$ cat config.mk
export PLATFORM = sky130hd
export DESIGN_NAME = dip_fast_corner_detect
export DESIGN_NICKNAME = d
export VERILOG_FILES = /design/src/rtl/dip_fast_corner_detect_pkg.sv /design/src/rtl/dip_fast_corner_detect_arc.sv /design/src/rtl/dip_fast_corner_detect.sv
export SDC_FILE = /design/constraint.sdc
export NUM_CORES = 1
export LEC_CHECK = 0
export BUFFER_PORTS_ARGS = -buffer_cell sky130_fd_sc_hd__clkbuf_2
export CORE_MARGIN = 1
export CORE_UTILIZATION = 45
export DETAILED_ROUTE_END_ITERATION = 10
export PLACE_DENSITY = 0.75
export REMOVE_ABC_BUFFERS = 1
export SLEW_MARGIN = 5
export SYNTH_ARGS = -nofsm -noshare
export SYNTH_HDL_FRONTEND = slang
export SYNTH_SLANG_ARGS = --single-unit
$ cat constraint.sdc
create_clock -name i_clk -period 9.7 [get_ports i_clk]
set_clock_uncertainty 0.15 [all_clocks]
set_input_delay 1.94 -clock i_clk [delete_from_list [all_inputs] [get_ports i_clk]]
set_output_delay 1.94 -clock i_clk [all_outputs]
set_load 0.005 [all_outputs]
$ cat src/rtl/dip_fast_corner_detect_pkg.sv
// Shared definitions for the FAST-N corner detector: circle geometry and mask type.
package fast_pkg;

    localparam int CIRCLE_N = 16;
    localparam int WIN_DIM  = 7;

    typedef logic [CIRCLE_N-1:0] mask_t;

    // Radius-3 Bresenham circle, p0 at the top centre, walking clockwise.
    localparam int CIRCLE_ROW [CIRCLE_N] = '{0, 0, 1, 2, 3, 4, 5, 6, 6, 6, 5, 4, 3, 2, 1, 0};
    localparam int CIRCLE_COL [CIRCLE_N] = '{3, 4, 5, 6, 6, 6, 5, 4, 3, 2, 1, 0, 0, 0, 1, 2};

    function automatic int win_pix(input int r, input int c);
        return r * WIN_DIM + c;
    endfunction

endpackage

$ cat src/rtl/dip_fast_corner_detect_arc.sv
// Circular run detector: flags a 16-bit mask holding Pra_Arc_Length or more
// contiguous ones, including runs that wrap from bit 15 back to bit 0.
module fast_arc_detect
    import fast_pkg::*;
#(
    parameter int Pra_Arc_Length = 9
) (
    input  logic  i_clk,
    input  logic  i_rst_n,
    input  mask_t i_mask,
    output logic  o_run_found
);

    logic [CIRCLE_N+Pra_Arc_Length-2:0] mask_ext;
    logic run_ok;
    logic run_found;

    // Extending by the first Arc-1 bits lets every start position see its full window.
    assign mask_ext = {i_mask[Pra_Arc_Length-2:0], i_mask};

    always_comb begin
        run_found = 1'b0;
        run_ok    = 1'b1;
        for (int s = 0; s < CIRCLE_N; s++) begin
            run_ok = 1'b1;
            for (int k = 0; k < Pra_Arc_Length; k++) begin
                run_ok = run_ok & mask_ext[s+k];
            end
            run_found = run_found | run_ok;
        end
    end

    always_ff @(posedge i_clk or negedge i_rst_n) begin
        if (!i_rst_n) begin
            o_run_found <= 1'b0;
        end else begin
            o_run_found <= run_found;
        end
    end

endmodule

$ cat src/rtl/dip_fast_corner_detect.sv
// FAST-N segment-test corner detector behind the 7x7 window stage; fixed
// 4-cycle latency with vs/hs/en and window coordinates carried alongside.
module dip_fast_corner_detect
    import fast_pkg::*;
#(
    parameter int Pra_Value_Width = 8,
    parameter int Pra_Arc_Length  = 9,
    parameter int Pra_Coord_Width = 12
) (
    input  logic                         i_clk,
    input  logic                         i_rst_n,
    input  logic                         i_vs,
    input  logic                         i_hs,
    input  logic                         i_en,
    input  logic [49*Pra_Value_Width-1:0] i_window,
    input  logic [Pra_Value_Width-1:0]   i_threshold,
    output logic                         o_vs,
    output logic                         o_hs,
    output logic                         o_pixel_valid,
    output logic                         o_corner,
    output logic [Pra_Value_Width+3:0]   o_score,
    output logic [Pra_Coord_Width-1:0]   o_x,
    output logic [Pra_Coord_Width-1:0]   o_y
);

    localparam int W  = Pra_Value_Width;
    localparam int SW = Pra_Value_Width + 4;
    localparam int CW = Pra_Coord_Width;

    typedef logic [W-1:0] pix_t;
    typedef struct packed {
        logic          vs;
        logic          hs;
        logic          en;
        logic [CW-1:0] x;
        logic [CW-1:0] y;
    } tag_t;

    logic          vs_was_low, hs_was_low, hs_was_high, line_had_en;
    logic          vs_rise, hs_rise, hs_fall;
    pix_t          t_latched, t_cur;
    logic [CW-1:0] x_cnt, y_cnt, x_cur, y_cur;

    // Edge flags reset to "not seen low", so a frame already in progress at reset release is not mistaken for a new one.
    assign vs_rise = i_vs & vs_was_low;
    assign hs_rise = i_hs & hs_was_low;
    assign hs_fall = ~i_hs & hs_was_high;
    assign t_cur   = vs_rise ? i_threshold : t_latched;
    assign x_cur   = hs_rise ? '0 : x_cnt;
    assign y_cur   = vs_rise ? '0 : y_cnt;

    always_ff @(posedge i_clk or negedge i_rst_n) begin
        if (!i_rst_n) begin
            vs_was_low  <= 1'b0;
            hs_was_low  <= 1'b0;
            hs_was_high <= 1'b0;
            line_had_en <= 1'b0;
            t_latched   <= '0;
            x_cnt       <= '0;
            y_cnt       <= '0;
        end else begin
            vs_was_low  <= ~i_vs;
            hs_was_low  <= ~i_hs;
            hs_was_high <= i_hs;
            if (vs_rise) t_latched <= i_threshold;
            x_cnt <= (i_en && x_cur != '1) ? x_cur + CW'(1) : x_cur;
            y_cnt <= (!vs_rise && hs_fall && line_had_en && y_cur != '1) ? y_cur + CW'(1) : y_cur;
            if (hs_rise)      line_had_en <= i_en;
            else if (i_en)    line_had_en <= 1'b1;
            else if (hs_fall) line_had_en <= 1'b0;
        end
    end

    pix_t       c_in;
    pix_t       p_in [CIRCLE_N];
    logic [W:0] hi_sum;
    logic       window_unused;

    // Only 17 of the 49 window pixels matter; the rest are folded here to mark them intentionally ignored.
    assign window_unused = ^i_window;

    always_comb begin
        c_in = i_window[win_pix(3, 3)*W +: W];
        for (int i = 0; i < CIRCLE_N; i++) begin
            p_in[i] = i_window[win_pix(CIRCLE_ROW[i], CIRCLE_COL[i])*W +: W];
        end
        hi_sum = {1'b0, c_in} + {1'b0, t_cur};
    end

    pix_t s1_p [CIRCLE_N];
    pix_t s1_c, s1_hi, s1_lo;
    logic s1_hi_sat, s1_lo_valid;
    tag_t s1_tag;

    always_ff @(posedge i_clk or negedge i_rst_n) begin
        if (!i_rst_n) begin
            for (int i = 0; i < CIRCLE_N; i++) s1_p[i] <= '0;
            s1_c        <= '0;
            s1_hi       <= '0;
            s1_lo       <= '0;
            s1_hi_sat   <= 1'b0;
            s1_lo_valid <= 1'b0;
            s1_tag      <= '0;
        end else begin
            for (int i = 0; i < CIRCLE_N; i++) s1_p[i] <= p_in[i];
            s1_c        <= c_in;
            s1_hi_sat   <= hi_sum[W];
            s1_hi       <= hi_sum[W] ? '1 : hi_sum[W-1:0];
            s1_lo_valid <= (c_in >= t_cur);
            s1_lo       <= c_in - t_cur;
            s1_tag      <= '{vs: i_vs, hs: i_hs, en: i_en, x: x_cur, y: y_cur};
        end
    end

    mask_t bright_c, dark_c;
    pix_t  d_c [CIRCLE_N];

    // Excess over the threshold is p-(c+t) for bright pixels and (c-t)-p for dark ones.
    always_comb begin
        bright_c = '0;
        dark_c   = '0;
        for (int i = 0; i < CIRCLE_N; i++) begin
            bright_c[i] = ~s1_hi_sat & (s1_p[i] > s1_hi);
            dark_c[i]   = s1_lo_valid & (s1_p[i] < s1_lo);
            d_c[i]      = bright_c[i] ? s1_p[i] - s1_hi :
                          dark_c[i]   ? s1_lo - s1_p[i] : '0;
        end
    end

    mask_t s2_bright, s2_dark;
    pix_t  s2_d [CIRCLE_N];
    tag_t  s2_tag;

    always_ff @(posedge i_clk or negedge i_rst_n) begin
        if (!i_rst_n) begin
            s2_bright <= '0;
            s2_dark   <= '0;
            for (int i = 0; i < CIRCLE_N; i++) s2_d[i] <= '0;
            s2_tag    <= '0;
        end else begin
            s2_bright <= bright_c;
            s2_dark   <= dark_c;
            for (int i = 0; i < CIRCLE_N; i++) s2_d[i] <= d_c[i];
            s2_tag    <= s1_tag;
        end
    end

    logic          bright_run, dark_run;
    logic [SW-1:0] score_sum, s3_score;
    tag_t          s3_tag;

    fast_arc_detect #(.Pra_Arc_Length(Pra_Arc_Length)) u_bright_arc (
        .i_clk       (i_clk),
        .i_rst_n     (i_rst_n),
        .i_mask      (s2_bright),
        .o_run_found (bright_run)
    );

    fast_arc_detect #(.Pra_Arc_Length(Pra_Arc_Length)) u_dark_arc (
        .i_clk       (i_clk),
        .i_rst_n     (i_rst_n),
        .i_mask      (s2_dark),
        .o_run_found (dark_run)
    );

    always_comb begin
        score_sum = '0;
        for (int i = 0; i < CIRCLE_N; i++) score_sum = score_sum + SW'(s2_d[i]);
    end

    always_ff @(posedge i_clk or negedge i_rst_n) begin
        if (!i_rst_n) begin
            s3_score      <= '0;
            s3_tag        <= '0;
            o_vs          <= 1'b0;
            o_hs          <= 1'b0;
            o_pixel_valid <= 1'b0;
            o_corner      <= 1'b0;
            o_score       <= '0;
            o_x           <= '0;
            o_y           <= '0;
        end else begin
            s3_score      <= score_sum;
            s3_tag        <= s2_tag;
            o_vs          <= s3_tag.vs;
            o_hs          <= s3_tag.hs;
            o_pixel_valid <= s3_tag.en;
            o_corner      <= s3_tag.en & (bright_run | dark_run);
            o_score       <= (s3_tag.en & (bright_run | dark_run)) ? s3_score : '0;
            o_x           <= s3_tag.x;
            o_y           <= s3_tag.y;
        end
    end

endmodule

==> results.py <==
metrics = {
    "job": {
        "cap_violations": 0,
    },
    "critical_path": {
        "crit_family": "adder cells",
        "cp-start-kind": "flop",
        "reg2reg_to": "s3_score[10]",
        "critPathSlowestCell": "fa_1",
        "cpMostUsedCell": "fa_1",
        "cp_max_fo": 3,
        "worstRegToRegCells": 18,
        "crit_arrival_ns": 5.96,
        "cp_slowest_stage_delay_ns": 0.59,
        "required_ns": 10.05,
        "reg2reg_slack_ns": 4.09,
        "r2r-start": "s2_d[50]",
        "crit_chain": "fa_1 > inv_1 > fa_1 > inv_1 > fa_1 > fa_1 > fa_1 > inv_1 > fa_1 > inv_1 > ha_1 > fa_1 > nand2_1 > nand2_1 > a21oi_1 > o211ai_1 > o21ai_0 > xnor2_1",
        "critPathBufInv": 4,
        "path_class": "flop to flop",
        "crit_path_end_kind": "flop",
    },
    "synth": {
        "synth_flop_cell": "dfrtp_1",
        "ys_async_sr_fraction": 1.00,
        "synth.cell_area_sq_um": 28800,
        "avgSynthCellArea_sq_um": 10.6,
        "yosys_register_bits": 476,
        "synthCells": 2719,
        "synth_edf_count": 0,
        "yosysSeqAreaShare": 0.413,
        "yosysWarnings": 0,
        "synth_cell_types": 74,
    },
    "timing": {
        "slew_headroom": 0.179,
        "finalMaxSlewViolations": 0,
        "hold_violations": 0,
        "clock.fmax_mhz": 178,
        "finalSetupViolCount": 0,
        "min_period_over_period": 0.578,
        "setup_ws_ns": 4.09,
        "worst_pin_slew_ns": 1.22,
        "period_needed_ns": 5.61,
        "tns_ns": 0,
        "rsz0062_at_grt": "false",
    },
    "placed_design": {
        "dpl_cell_area_sq_um": 30900,
        "place_ws_ns": 4.15,
        "place_congestion": 0.938,
        "hpwl_um": 55200,
        "place.port_buffers": 188,
    },
    "die": {
        "core_area_sq_um": 63200,
        "ios": 445,
        "die_h_um": 255,
        "start_util": 0.456,
        "die_width_um": 255,
        "dieArea_sq_um": 65000,
        "row_count": 92,
    },
    "final_layout": {
        "layout-drive-gt1-share": 0.111,
        "design_area_sq_um": 32800,
        "layout.cells.most_common_list": "475 x dfrtp_1, 419 x inv_1, 295 x ha_1",
        "nets": 3804,
        "fill_cells": 5555,
        "area_growth_pct": 14.0,
        "layout.cells.most_common": "dfrtp_1",
        "final_util": 0.520,
    },
    "global_route": {
        "grt_first_pass_wirelength_um": 116000,
        "gr-total-overflow": 0,
        "grt_pass1_vias": 21100,
        "grt_use_total": 0.234,
        "grt_max_degree": 161,
        "grt_antenna_before_repair": 2,
    },
    "detailed_routing": {
        "drt-total-wl_um": 75200,
        "firstDrtPassIters": 7,
        "drt-met1-wl_um": 32000,
        "top_layer": "met4",
        "wire_per_inst_um": 19.5,
        "drt_iter0_drc": 1459,
        "ant_nets": 0,
        "avgViaCountPerCell": 5.46,
        "met2_length_um": 34600,
        "drc_errors": 0,
        "vias": 21000,
        "wl_met3_um": 5250,
    },
    "hold_path": {
        "hold_start": "s1_tag[5]",
        "hp-class": "flop to flop",
        "min_to": "s2_tag[5]",
        "hold_depth": 0,
    },
    "clock_network": {
        "cts_buffers": 51,
        "cts_tree": "built",
        "ctsHoldBuffers": 0,
        "clk_latency_ns": 0.62,
        "cts.sinks": 476,
        "htreeDepth": 2,
        "root_buffer": "clkbuf_16",
        "postCtsSetupBuffers": 0,
        "path_clk_slew_ns": 0.06,
        "ctsResizeCount": 0,
        "cts_buffer_depth": 3,
    },
    "status": {
        "status": "finished clean",
    },
}
[flip-flops by register name, summed over array words and instances, names as in the netlist, 8 cells and up]
signal / cells
s1_hi: 8
y_cnt: 12
t_latched: 8
s2_d: 128
s2_tag: 27
s1_lo: 8
o_x: 12
s3_score: 12
o_score: 12
s2_bright: 16
s3_tag: 27
s1_tag: 27
s1_p: 128
x_cnt: 12
s2_dark: 16
o_y: 12
[per-stage QoR]
stage | cells | hold WS (ns)
final | 3851 | 0.190
after global routing | 3850 | 0.201
after global placement | 3755 | 0.182
after detailed placement | 3755 | 0.185
after CTS | 3850 | 0.197
after floorplan | 2694 | 0.181
[cell usage after synthesis, types with 4 or more instances]
cell type  count  share of area
o21a_1        44          0.011
and3_1        15         0.0033
mux2i_1        8         0.0028
or2_2          5         0.0011
nor4_1         9         0.0020
nor2_1       130          0.017
ha_1         295           0.13
nand2b_1      47          0.010
nor2b_1       37         0.0080
a21o_1        51          0.013
clkbuf_1      18         0.0023
nand4_1       48          0.010
o31a_1        15         0.0046
xnor2_1       85          0.026
o32ai_1       13         0.0040
nor3_1        26         0.0045
o31ai_1       28         0.0073
a41o_1         7         0.0024
a211oi_1      37         0.0096
xor2_1       106          0.032
o2bb2ai_1      4         0.0012
o211ai_1       7         0.0018
a21boi_0       9         0.0023
and4_1         7         0.0021
nand3_1       45         0.0078
a31oi_1        6         0.0013
o22ai_1       96          0.021
dfrtp_1      476           0.41
o41ai_1        8         0.0024
o2111ai_1      6         0.0018
inv_1        419          0.055
or3_1         10         0.0022
o21bai_1       9         0.0023
and2_1        30         0.0065
nand2_1       82          0.011
buf_2          5        0.00087
a21oi_1      132          0.023
fa_1         142          0.099
o41a_1         4         0.0016
a22o_1         8         0.0024
o21ai_0      138          0.024
[worst max path at each step]
stage	slack, ns	cells past startpoint	start	to
6_report	4.09	18	s2_d[50]	s3_score[10]
3_3_place_gp	4.21	18	s2_d[50]	s3_score[10]
4_1_cts	4.08	18	s2_d[50]	s3_score[10]
5_1_grt	3.91	18	s2_d[50]	s3_score[10]
3_5_place_dp	4.15	18	s2_d[50]	s3_score[10]
2_1_floorplan	4.68	18	s2_d[50]	s3_score[10]
[final cells by class]
class                   count  area [sq um]  share of cell area
clock inverters            36           534              0.0163
flip-flops and latches    476         11900               0.363
clock buffers              59          1360              0.0413
inverters                 419          1570              0.0479
well taps                 846          1060              0.0322
repair buffers            215          1180              0.0359
diodes                      1          2.50           0.0000762
multi-input cells        1799         15200               0.463
[kinds of logic (layout without fill, tap and decap cells)]
logic type,count (synthesis),in the layout,synth area share
AOI/OAI and AO/OA,656,656,0.149
xor gates and xnor gates,191,191,0.0581
adders and majority gates,437,437,0.227
buffers and inverters,444,729,0.0583
DFF,476,476,0.413
muxes,11,11,0.00395
other,0,1,0
and+or+nand+nor,504,504,0.0899
[layer usage]
layer / up-vias / global-route usage
li1: 9885 / -
met1: 10200 / 0.312
met2: 734 / 0.378
met3: 188 / 0.0402
met4: 0 / 0.0997
met5: - / 0
Power is left out: the tool's default activity adds up to more than one toggle a clock period on the data nets, which glitch-free logic cannot reach.
